$ cat src/rtl/frame_packer.sv
// Frame aligner and MSB-first word packer between the pixel deserialiser and the readout FIFO.
// Optional FRAME_TRAILER_EN appends a {8'hE0, 0, frame_count} word after each completed frame.
module frame_packer #(
    parameter int unsigned              DATA_WIDTH   = 8,
    parameter int unsigned              FIFO_WIDTH   = 32,
    parameter int unsigned              FRAME_WIDTH  = 48,
    parameter logic [DATA_WIDTH-1:0]    FRAME_HEADER = 8'hBC,
    parameter int unsigned              LOCK_COUNT   = 2,
    parameter int unsigned              NFRAME_WIDTH = 10
) (
    input  logic                    clk,
    input  logic                    rst_n,
    input  logic                    start,
    input  logic                    trigger,
    input  logic [NFRAME_WIDTH-1:0] nframes,
    input  logic [DATA_WIDTH-1:0]   fd_in,
    input  logic                    fifo_full,
    output logic                    fifo_wr_en,
    output logic [FIFO_WIDTH-1:0]   data_out,
    output logic                    locked,
    output logic                    busy,
    output logic [15:0]             frame_count,
    output logic                    overflow,
    output logic                    lock_err
);

    localparam int unsigned BPW = FIFO_WIDTH / DATA_WIDTH;
    localparam int unsigned PW  = $clog2(FRAME_WIDTH);
    localparam int unsigned HW  = $clog2(LOCK_COUNT + 1);
    localparam int unsigned WW  = $clog2(BPW);

    localparam logic [PW-1:0] POS_LAST  = PW'(FRAME_WIDTH - 1);
    localparam logic [HW-1:0] LOCK_MAX  = HW'(LOCK_COUNT);
    localparam logic [WW-1:0] WCNT_LAST = WW'(BPW - 1);

    typedef enum logic [1:0] {StIdle, StWaitHdr, StCapture} state_e;

    state_e                  state;
    logic [PW-1:0]           pos_q, pos_d;
    logic [HW-1:0]           hits_q, hits_d;
    logic                    locked_d;
    logic                    hdr_match, hdr_slot, hdr_bad, hdr_ok;
    logic [WW-1:0]           wcnt;
    logic [FIFO_WIDTH-1:0]   shreg;
    logic [FIFO_WIDTH-1:0]   word_d;
    logic [NFRAME_WIDTH-1:0] frames_left;
`ifdef FRAME_TRAILER_EN
    logic                    trl_pend;
`endif

    // pos_q is the frame position of the unit currently on fd_in.
    always_comb begin
        hdr_match = (fd_in == FRAME_HEADER);
        hdr_slot  = 1'b0;
        hdr_bad   = 1'b0;
        hits_d    = hits_q;
        pos_d     = pos_q;
        if (hits_q == '0) begin
            if (hdr_match) begin
                hdr_slot = 1'b1;
                hits_d   = HW'(1);
                pos_d    = PW'(1);
            end
        end else begin
            pos_d = (pos_q == POS_LAST) ? '0 : pos_q + PW'(1);
            if (pos_q == '0) begin
                hdr_slot = 1'b1;
                if (hdr_match) begin
                    hits_d = (hits_q == LOCK_MAX) ? hits_q : hits_q + HW'(1);
                end else begin
                    hdr_bad = 1'b1;
                    hits_d  = '0;
                    pos_d   = '0;
                end
            end
        end
        locked_d = (hits_d == LOCK_MAX);
        hdr_ok   = hdr_slot && hdr_match && locked_d;
    end

    assign word_d = {shreg[FIFO_WIDTH-DATA_WIDTH-1:0], fd_in};
    assign busy   = (state != StIdle);

    always_ff @(posedge clk or negedge rst_n) begin
        if (!rst_n) begin
            state       <= StIdle;
            pos_q       <= '0;
            hits_q      <= '0;
            locked      <= 1'b0;
            wcnt        <= '0;
            shreg       <= '0;
            frames_left <= '0;
            fifo_wr_en  <= 1'b0;
            data_out    <= '0;
            frame_count <= '0;
            overflow    <= 1'b0;
            lock_err    <= 1'b0;
`ifdef FRAME_TRAILER_EN
            trl_pend    <= 1'b0;
`endif
        end else begin
            pos_q      <= pos_d;
            hits_q     <= hits_d;
            locked     <= locked_d;
            fifo_wr_en <= 1'b0;
`ifdef FRAME_TRAILER_EN
            // BPW >= 4 guarantees no data word completes on the trailer cycle.
            trl_pend <= 1'b0;
            if (trl_pend) begin
                if (fifo_full) begin
                    overflow <= 1'b1;
                end else begin
                    fifo_wr_en <= 1'b1;
                    data_out   <= {8'hE0, {(FIFO_WIDTH-24){1'b0}}, frame_count};
                end
            end
`endif
            if (start || trigger) begin
                frames_left <= start ? nframes : NFRAME_WIDTH'(1);
                frame_count <= '0;
                overflow    <= 1'b0;
                lock_err    <= 1'b0;
                wcnt        <= '0;
                state       <= (start && nframes == '0) ? StIdle : StWaitHdr;
`ifdef FRAME_TRAILER_EN
                trl_pend    <= 1'b0;
`endif
            end else begin
                unique case (state)
                    StIdle: ;
                    StWaitHdr: begin
                        if (hdr_ok) begin
                            shreg <= word_d;
                            wcnt  <= WW'(1);
                            state <= StCapture;
                        end
                    end
                    StCapture: begin
                        if (hdr_bad) begin
                            lock_err <= 1'b1;
                            wcnt     <= '0;
                            state    <= StWaitHdr;
                        end else begin
                            shreg <= word_d;
                            wcnt  <= wcnt + WW'(1);
                            if (wcnt == WCNT_LAST) begin
                                wcnt <= '0;
                                if (fifo_full) begin
                                    // Rest of the frame is dropped; re-arm on the next header.
                                    overflow <= 1'b1;
                                    state    <= StWaitHdr;
                                end else begin
                                    fifo_wr_en <= 1'b1;
                                    data_out   <= word_d;
                                    if (pos_q == POS_LAST) begin
                                        frame_count <= frame_count + 16'd1;
                                        frames_left <= frames_left - NFRAME_WIDTH'(1);
`ifdef FRAME_TRAILER_EN
                                        trl_pend    <= 1'b1;
`endif
                                        if (frames_left == NFRAME_WIDTH'(1)) state <= StIdle;
                                    end
                                end
                            end
                        end
                    end
                    default: state <= StIdle;
                endcase
            end
        end
    end

endmodule

$ cat config.mk
export PLATFORM = sky130hd
export DESIGN_NAME = frame_packer
export DESIGN_NICKNAME = d
export VERILOG_FILES = /design/src/rtl/frame_packer.sv
export SDC_FILE = /design/constraint.sdc
export NUM_CORES = 1
export LEC_CHECK = 0
export CAP_MARGIN = 25
export CELL_PAD_IN_SITES_DETAIL_PLACEMENT = 1
export CELL_PAD_IN_SITES_GLOBAL_PLACEMENT = 2
export CORE_AREA = 2 2 141 109
export DETAILED_ROUTE_END_ITERATION = 12
export DIE_AREA = 0 0 143 111
export GPL_TIMING_DRIVEN = 0
export PLACE_DENSITY = 0.8
export SETUP_SLACK_MARGIN = 0.5
export SLEW_MARGIN = 20
export SYNTH_ARGS = -nofsm -noshare
export SYNTH_HDL_FRONTEND = slang
export SYNTH_SLANG_ARGS = --single-unit
$ cat constraint.sdc
create_clock -name clk -period 3 [get_ports clk]
set_input_delay 0.9 -clock clk [delete_from_list [all_inputs] [get_ports clk]]
set_output_delay 0.9 -clock clk [all_outputs]
set_load 0.02 [all_outputs]
# Yosys cells after proc, flatten, opt, wreduce, memory -nomap -nowiden
# Cells that the tools add are included.
[op_classes]
n_addsub = 5
n_shift = 0
eq_ne = 18
n_mux = 59
div_mod_pow = 0
n_mul = 0
reduce_logical = 23
n_bitwise = 3
order_cmp = 0
[ops]
columns = ["operator", "count"]
rows = [
  ["2-to-1 mux 16 bit", 6],
  ["2-to-1 mux 10 bit", 7],
  ["2-to-1 mux 24 bit", 2],
  ["case mux 24 bit (2 select lines)", 1],
  ["2-to-1 mux 2 bit", 16],
  ["2-to-1 mux 6 bit", 5],
  ["2-to-1 mux 1 bit", 20],
  ["adder 16 x 1 -> 16 bit (second input constant)", 1],
  ["AND reduction 5 bit", 3],
  ["nonzero test 2 bit", 7],
  ["== test 10 x 1 -> 1 bit (second input constant)", 1],
  ["zero test 10 bit", 1],
  ["inequality test 5 bit (second input constant)", 2],
  ["subtractor 10 x 1 -> 10 bit (second input constant)", 1],
  ["== test 2 bit (second input constant)", 4],
  ["== test 8 bit (second input constant)", 1],
  ["inequality test 2 bit (second input constant)", 4],
  ["AND reduction 4 bit", 2],
  ["adder 6 x 1 -> 6 bit (second input constant)", 1],
  ["== test 6 bit (second input constant)", 1],
  ["zero test 6 bit", 1],
  ["case mux 2 bit (3 select lines)", 1],
  ["adder 2 x 1 -> 2 bit (second input constant)", 2],
  ["zero test 2 bit", 2],
  ["10 further kinds", 16],
]
[totals]
ram_bits = 0
out_inout_bits = 53
latch_bits = 0
ff_bits = 98
memories = 0
elab_cells = 120
romBits = 0
inputBits = 23

# Longest topological paths before layout
# Gate-level depths: netlist of the first run.
[logic_depth]
word_depth = 10
ltp_mapped = 10

# Worst setup path before layout of the first run
# No wires, ideal clock.
[synth_path]
path_type = "input to register"
start = "input trigger"
end = "register shreg[21]"
stages = 6
path_slack_ps = 524
arrival_time_ps = 2342
path_buffers = 1
setup_ps = 134
path_cell_list = "nor2_1 nand2_1 or2_2 clkbuf_1 a31oi_1 o211ai_2"
[synth_between]
elab_chain_len = 3
[synth_rtl]
columns = ["element", "line_no", "rtl"]
rows = [
  ["from (decl)", "14", "input logic trigger,"],
  ["logical OR 1 bit", "118", "if (start || trigger) begin"],
  ["inverter 1 bit (no source line)", "--", ""],
  ["AND reduction 4 bit (no source line)", "--", ""],
  ["to (signal assigned)", "133", "shreg <= word_d;"],
  ["to (signal assigned)", "144", "shreg <= word_d;"],
  ["to (decl)", "44", "logic [FIFO_WIDTH-1:0] shreg;"],
]
# No other way between the ends.
# A chain may end at the register's enable or synchronous reset.

# Worst setup path in the final report of the first run
[layout_path]
start = "input fd_in[2]"
end = "register shreg[17]"
[layout_between]
elab_chain_len = 8
[layout_rtl]
columns = ["element", "line_no", "rtl"]
rows = [
  ["from (decl)", "16", "input logic [DATA_WIDTH-1:0] fd_in,"],
  ["== test 8 bit *", "53", "hdr_match = (fd_in == FRAME_HEADER);"],
  ["2-to-1 mux 2 bit", "68", "if (hdr_match) begin"],
  ["2-to-1 mux 2 bit", "66", "if (pos_q == '0) begin"],
  ["2-to-1 mux 2 bit", "58", "if (hits_q == '0) begin"],
  ["== test 2 bit", "77", "locked_d = (hits_d == LOCK_MAX);"],
  ["logical AND 1 bit", "78", "hdr_ok = hdr_slot && hdr_match && locked_d;"],
  ["inequality test 2 bit (no source line)", "--", ""],
  ["AND reduction 4 bit (no source line) *", "--", ""],
]
# Every way passes the cells marked *; elsewhere a longest branch is shown, timed or not.

==> results of run 1 <==
==> per-layer routing <==
| metal | wire length, microns | part of all wire, % | global-route usage (%) |
|---|---|---|---|
| met2 | 6430 | 45 | 28.1 |
| met1 | 7060 | 49 | 27.5 |
| met5 | 0 | 0 | 0 |
| met4 | 126 | 0.88 | 3.37 |
| met3 | 705 | 4.9 | 5.01 |
==> registers in the layout, indices dropped and copies added, names as in the netlist <==
register and cells:
data_out 32, fifo_wr_en 1, frame_count 16, frames_left 10, hits_q 2, lock_err 1
locked 1, overflow 1, pos_q 6, shreg 24, state 2, wcnt 2
==> where the power goes <==
group,switching [W],internal [W],total (W)
registers,0.0000561,0.00137,0.00142
clock network,0.000529,0.000678,0.00121
logic,0.000436,0.000302,0.000737
total,0.00102,0.00235,0.00337
==> Yosys cell counts, types with 2 or more instances <==
cell,instances,area (sq um)
dfrtp_1,98,2450
nand2_1,42,158
mux2_2,32,360
nor2_1,32,120
inv_1,21,78.8
a31oi_1,17,106
xor2_1,17,149
clkbuf_1,16,60.1
o2111ai_1,16,140
nand3_1,15,75.1
nor3_1,15,75.1
o21ai_0,14,70.1
a21oi_1,11,55.1
ha_1,8,100
o211ai_1,7,52.6
o311ai_1,7,61.3
xnor2_1,7,61.3
buf_2,6,30.0
nand4_1,6,37.5
nor4_1,6,37.5
or2_2,6,37.5
nor3b_1,5,37.5
o221ai_1,5,43.8
a22o_1,4,35.0
and2_1,4,25.0
buf_4,4,30.0
nand2b_1,4,25.0
a31o_2,3,26.3
and3_1,3,18.8
nor2b_1,3,18.8
o211ai_2,3,37.5
a2111oi_1,2,20.0
buf_6,2,22.5
nand4b_1,2,17.5
nor4b_1,2,17.5
o31ai_1,2,15.0
or3_1,2,12.5
==> cell families after synthesis <==
group / share of synthesized area (%)
simple gates: 17.0
fa+ha+maj: 2.01
mux: 7.22
compound gates: 15.8
buf+inv: 4.56
flops: 49.1
xor+xnor: 4.21
==> worst max-delay path, delay by kind of cell <==
kind,cells,cell delay [ps]
AO/OA/AOI/OAI,3,710
AND/OR/NAND/NOR,2,370
buffers and inverters,4,730
==> path summary, 6_finish.rpt <==
check	startpoint	end	slack (ps)	depth (start not counted)
max in group asynchronous	rst_n	pos_q[0]	1900	2
max reg2reg	pos_q[0]	shreg[17]	570	10
min in group clk	data_out[14]	data_out[14]	510	1
max	fd_in[2]	shreg[17]	520	9
min reg2reg	data_out[14]	data_out[14]	510	1
min	rst_n	data_out[27]	430	1
==> layout make-up <==
class                           instances  area share [%]
Sequential cell                        98            36.8
Clock inverter                          6            1.11
Clock buffer                           10            3.58
Tap cell                              205            3.85
Timing Repair Buffer                   92            13.3
Buffer                                 28            3.13
Inverter                               22            1.28
Multi-Input combinational cell        325            37.0
==> metrics by stage <==
step	TNS [ps]	setup WS [ps]
after floorplan	0	524
after global placement	-297390	-2750
after detailed placement	-28770	-818
after CTS	0	516
after global routing	0	471
final	0	525
==> timing repair <==
action	4_1_cts	5_1_grt
pin swaps	7	6
gates resized for setup	40	39
endpoints found under the hold margin	0	0
setup buffers	8	8
setup endpoints to repair	89	61
==> summary.md, run 1 <==
| Metric | Value |
|---|---|
| Max-slew violation count | 0 |
| Main synth FF type | dfrtp_1 |
| Layout Cells excl Fill | 786 |
| Worst EP arrival | 2710 ps |
| Worst-path fanout max | 10 |
| Critical path type | in -> reg |
| Critical Path Most Common Cell | buf_4 |
| Worst path slowest cell | a2111oi_4 |
| Outcome | finished, final reports clean |
| Wirelength per Cell | 18.2 microns |
| First-pass GRT wire length | 23.1 mm |
| Fin area | 6670 sq um |
| Number of global-route vias before repair | 4231 |
| Die Span X | 143 microns |
| Antenna fix cells | 0 |
| Leakage | 2.85 nW |
| Total GRT Usage | 18.7% |
| RSZ-0062 raised after global routing | yes |
| Yosys warning count | 0 |
| Via density | 5.18 |
| H-tree Lvls | 3 |
| Power density over cell area | 505 nW/um^2 |
| CP endpoint kind | flip-flop |
| Area Growth Syn to Fin | 33.6% |
| Max Freq | 404 MHz |
| Hold Slack | 434 ps |
| Clock Latency Late Sink | 360 ps |
| Largest net degree at the start of global routing | 64 |
| CTS Buf Count | 9 |
| Die extent in y | 111 microns |
| PortBufs | 75 |
| Setup crit start kind | primary input |
| GR Overflow Total | 0 |
| Syn Std Cell Area | 4990 sq um |
| Initial antenna violation count | 0 |
| Syn Inst Count | 473 |
| Synth unique cells | 61 |
| CTS root buffer | clkbuf_16 |
| Die area | 15900 sq um |
| Initial Utilization | 34.0% |
| CTS Sinks | 98 |
| Setup-failing EPs final | 0 |
| Required time of the critical path | 3230 ps |
| Max Root-Sink Buffers | 2 |
| Worst hold path type | in -> async |
| Skew final | 9.79 ps |
| Placed insts | 754 |
| # rows | 39 |
| Crit path largest cell delay | 380 ps |
| FF/Latch Area | 2450 sq um |
| Post-synth EDFFs | 0 |
| Routability cong. | 0.804 |
| Core footprint | 14700 sq um |
| Fillers | 1603 |
| Area of the multi-input gates | 2470 sq um |
| Period Utilization, post-route | 82.5% |
| Syn_area_per_cell | 10.6 sq um |
| Cell Chain, Critical Path | dlygate4sd2_1 -> and4bb_2 -> a2111oi_4 -> buf_4 -> buf_6 -> buf_4 -> nor3_1 -> a31oi_1 -> o211ai_1 |
| Layout Nets | 607 |
| Actual slew at the worst max-slew pin | 546 ps |
| DRC | 0 |
| Syn_nets | 504 |
| Router iterations before antenna repair | 4 |
| Via count | 4074 |
| Commonest non-fill, non-tap cell in the layout | dfrtp_1 |
| Async SR Flop Fraction | 100% |
| Total Routed Length | 14.3 mm |
| Finished Core Util | 45.4% |
| Yosys reg bits | 98 |
| Hold Vio Cnt, Final | 0 |
| Clk pin slew, worst setup/hold paths | 70 ps |
| Part of the Yosys area used for sequential elements | 49.1% |
| Hpwl dp | 10.3 mm |
| Layout cells sized above 1 | 22.2% |
| Final ANT Viol Nets | 0 |
| Num ports | 76 |
| CTS tree | built |
| Pwr Total | 0.00337 W |
| Most frequent cells in the layout | 97 x dfrtp_1, 62 x clkdlybuf4s50_1, 42 x nand2_1 |
| Max Cap Viol | 0 |
| Relative slew slack | 63.6% |
| Initial DRC Count | 146 |
| VDD IR max | 296 uV |
| Placement Cell Area | 6030 sq um |
| Cts hold-fix bufs | 0 |
| Minimum clock period | 2480 ps |
Note: power is estimated with default switching activity, not from simulation.
==> run 2: changes to the inputs <==
--- a/config.mk
+++ b/config.mk
@@ -8,11 +8,11 @@
 export CAP_MARGIN = 25
 export CELL_PAD_IN_SITES_DETAIL_PLACEMENT = 1
 export CELL_PAD_IN_SITES_GLOBAL_PLACEMENT = 2
-export CORE_AREA = 2 2 141 109
+export CORE_AREA = 2 2 150 115
 export DETAILED_ROUTE_END_ITERATION = 12
-export DIE_AREA = 0 0 143 111
+export DIE_AREA = 0 0 152 117
 export GPL_TIMING_DRIVEN = 0
-export PLACE_DENSITY = 0.8
+export PLACE_DENSITY = 0.75
 export SETUP_SLACK_MARGIN = 0.5
 export SLEW_MARGIN = 20
 export SYNTH_ARGS = -nofsm -noshare
==> constraint.sdc (replaced) <==
create_clock -name clk -period 2.01 [get_ports clk]
set_input_delay 0.603 -clock clk [delete_from_list [all_inputs] [get_ports clk]]
set_output_delay 0.603 -clock clk [all_outputs]
set_load 0.02 [all_outputs]
==> run 2 against run 1 <==
  * Critical path depth up 2
  * The run now ends with setup timing left
  * Final area grew 20%
  * Wire length up 26%
  * Register-to-register slack got worse by 940 ps
  * Via count rose by 14%
  * Sequential cell count unchanged
  * Worst hold slack got worse by 320 ps
  * Final cell count up 10%
  * Sequential power is 50% higher
  * Clock power rose by 42%
  * Clock-buffer cell count shrank 1
  * Critical path type is now reg -> reg
==> summary.md, run 2 (synthesized netlist as in run 1, its figures left out) <==
| Metric | Value |
|---|---|
| Outcome | finished, violations left |
| Pwr Total | 0.00559 W (+66%) |
| Met1 Usage GRT | 27.7% (+0.21 points) |
| Flop pwr share | 38.0% (-4.3 points) |
| Critical path type | reg -> reg |
| DRC | 0 (unchanged) |
| Max Freq | 419 MHz |
| Layout Nets | 676 (+11%) |
| Router iterations before antenna repair | 5 (+1) |
| Skew final | 7.20 ps (-2.58 ps) |
| Fin area | 7990 sq um (+20%) |
| Clk pin slew, worst setup/hold paths | 70 ps (about the same) |
| Worst EP arrival | 2610 ps (-100 ps) |
| CTS root buffer | clkbuf_16 |
| H-tree Lvls | 3 (unchanged) |
| FF/Latch Area | 2460 sq um (+0.15%) |
| Area Growth Syn to Fin | 60.1% |
| GR Overflow Total | 0 (unchanged) |
| Most frequent cells in the layout | 94 x dfrtp_1, 68 x buf_6, 63 x buf_4 |
| Routability cong. | 0.845 (+5.2%) |
| Die Span X | 152 microns (+6.3%) |
| Switching share of total power | 33.1% (+2.8 points) |
| Total GRT Usage | 19.6% (+0.83 points) |
| Largest regs | data_out x32, shreg x24, frame_count x16 |
| Via count | 4646 (+14%) |
| CP endpoint kind | flip-flop |
| Die area | 17800 sq um (+12%) |
| Worst hold path type | in -> async |
| Max-slew violation count | 0 (unchanged) |
| Worst path top cell family by delay | buffers and inverters |
| Initial DRC Count | 401 (+170%) |
| Cts hold-fix bufs | 0 (unchanged) |
| Initial Utilization | 30.3% (-3.7 points) |
| Required time of the critical path | 2240 ps (-990 ps) |
| Sw Pwr | 0.00185 W (+81%) |
| Initial antenna violation count | 0 (unchanged) |
| Biggest register | data_out |
| Max Root-Sink Buffers | 2 (unchanged) |
| Total Routed Length | 18.0 mm (+26%) |
| Area of the multi-input gates | 2910 sq um (+18%) |
| Wirelength per Cell | 20.8 microns (+14%) |
| Power density over cell area | 700 nW/um^2 (+39%) |
| Commonest non-fill, non-tap cell in the layout | dfrtp_1 |
| Cell Chain, Critical Path | inv_2 -> ha_4 -> or3b_4 -> a2111oi_4 -> buf_4 -> buf_8 -> buf_8 -> buf_8 -> nor3_2 -> a31oi_1 -> o211ai_1 |
| WP buf/inv | 5 (+1) |
| First-pass GRT wire length | 27.0 mm (+17%) |
| Final ANT Viol Nets | 0 (unchanged) |
| P_int | 0.00374 W (+59%) |
| Layout Cells excl Fill | 865 (+10%) |
| Max reg flops | 32 (unchanged) |
| Number of global-route vias before repair | 4724 (+12%) |
| Worst path slowest cell | dfrtp_1 |
| Placement Cell Area | 6300 sq um (+4.5%) |
| Setup-failing EPs final | 70 (+70) |
| Layout cells sized above 1 | 47.4% (+25 points) |
| Clock group share of total power | 30.8% (-5.1 points) |
| Worst-path fanout max | 7 (-3) |
| Hpwl dp | 11.1 mm (+8.6%) |
| Failing checks | setup timing |
| Setup crit start kind | flip-flop |
| Critical Path Most Common Cell | buf_8 |
| GRT busiest layer | met2 |
| Crit path largest cell delay | 420 ps (+40 ps) |
| Relative slew slack | 54.5% (-9.1 points) |
| Fillers | 1716 (+7.0%) |
| CTS Buf Count | 9 (unchanged) |
| CTS tree | built |
| Actual slew at the worst max-slew pin | 682 ps (+137 ps) |
| Comb pwr share | 31.2% (+9.3 points) |
| Post-route setup slack | -375 ps (-899 ps) |
| Period Utilization, post-route | 119% |
| Via density | 5.37 (+3.6%) |
| Die extent in y | 117 microns (+5.4%) |
| GR Util met3 | 3.50% (-1.5 points) |
| CTS Sinks | 98 (unchanged) |
| Placed insts | 764 (+1.3%) |
| Clock Latency Late Sink | 360 ps (about the same) |
| Max Cap Viol | 0 (unchanged) |
| VDD IR max | 402 uV (+36%) |
| Antenna fix cells | 0 (unchanged) |
| # rows | 41 (+5.1%) |
| Core footprint | 16500 sq um (+12%) |
| Hold Vio Cnt, Final | 0 (unchanged) |
| Num ports | 76 (unchanged) |
| Met2 global-route usage | 30.9% (+2.8 points) |
| PortBufs | 75 (unchanged) |
| Minimum clock period | 2380 ps |
| RSZ-0062 raised after global routing | yes |
| Finished Core Util | 48.5% (+3.1 points) |
| Setup TNS | -18830 ps (-18830 ps) |
| Leakage | 3.52 nW (+24%) |
| Largest net degree at the start of global routing | 67 (+4.7%) |
run 2: cell count changes in the layout (fill, tap and decap cells not counted), moves of 6 or more:
cell             change
o21ai_0              -9
buf_6               +61
mux2_4               +6
buf_4               +44
nand3_1              -6
o21ai_1              +8
buf_8                +9
clkdlybuf4s50_1     -52
nand2_1             -11
mux2_2               -6
buf_12               +7
nand2_2             +10
run 2: worst paths after layout:
| path | slack (ps) | depth (start not counted) | endpoint | start |
|---|---|---|---|---|
| max | -370 | 11 | shreg[17] | pos_q[0] |
| min in group clk | 540 | 1 | data_out[20] | data_out[20] |
| min | 120 | 1 | frame_count[10] | rst_n |
| min reg2reg | 540 | 1 | data_out[20] | data_out[20] |
| max in group asynchronous | 1230 | 2 | state[1] | rst_n |
| max reg2reg | -370 | 11 | shreg[17] | pos_q[0] |
run 2: per-stage QoR:
step,setup slack (ps),hold slack (ps)
2_1_floorplan,-31.3,307
3_3_place_gp,-3580,491
3_5_place_dp,-1130,494
4_1_cts,-210,115
5_1_grt,-448,128
6_report,-375,119
run 2: timing repair:
item,4_1_cts,5_1_grt
setup buffers,54,24
gates resized for setup,402,79
gates cloned,3,4
pin swaps,13,16
setup endpoints to repair,151,151
run 2: cell type report:
cell class / instances / share of cell area [%]
clock buffers: 9 / 2.82
well taps: 215 / 3.37
plain buffers: 28 / 4.16
flip-flops and latches: 98 / 30.7
clock inverters: 7 / 0.767
repair buffers: 161 / 20.7
multi-input cells: 325 / 36.4
inverters: 22 / 1.06
run 2: layer usage:
layer  up-vias  part of all wire (%)  wire [microns]
met1      2402                    47            8530
met4         0                   1.5             276
met2       127                    46            8340
met3        27                   4.8             871
met5         -                     0               0
li1       2090                     -               -
run 2: worst reg2reg max path, cell delays in order (launching register included):
cell and delay [ps]:
dfrtp_1 420, inv_2 80, ha_4 120, or3b_4 390, a2111oi_4 320, buf_4 190, buf_8 130, buf_8 140
buf_8 130, nor3_2 50, a31oi_1 170, o211ai_1 110
run 2: power groups by stage:
stage | clock (W) | combinational [W] | sequential (W)
after floorplan | 0 | 0.000738 | 0.00214
after global placement | 0 | 0.00103 | 0.00217
after detailed placement | 0 | 0.00106 | 0.00217
after CTS | 0.00178 | 0.00133 | 0.00212
after global routing | 0.00184 | 0.00186 | 0.00213
final | 0.00172 | 0.00174 | 0.00213
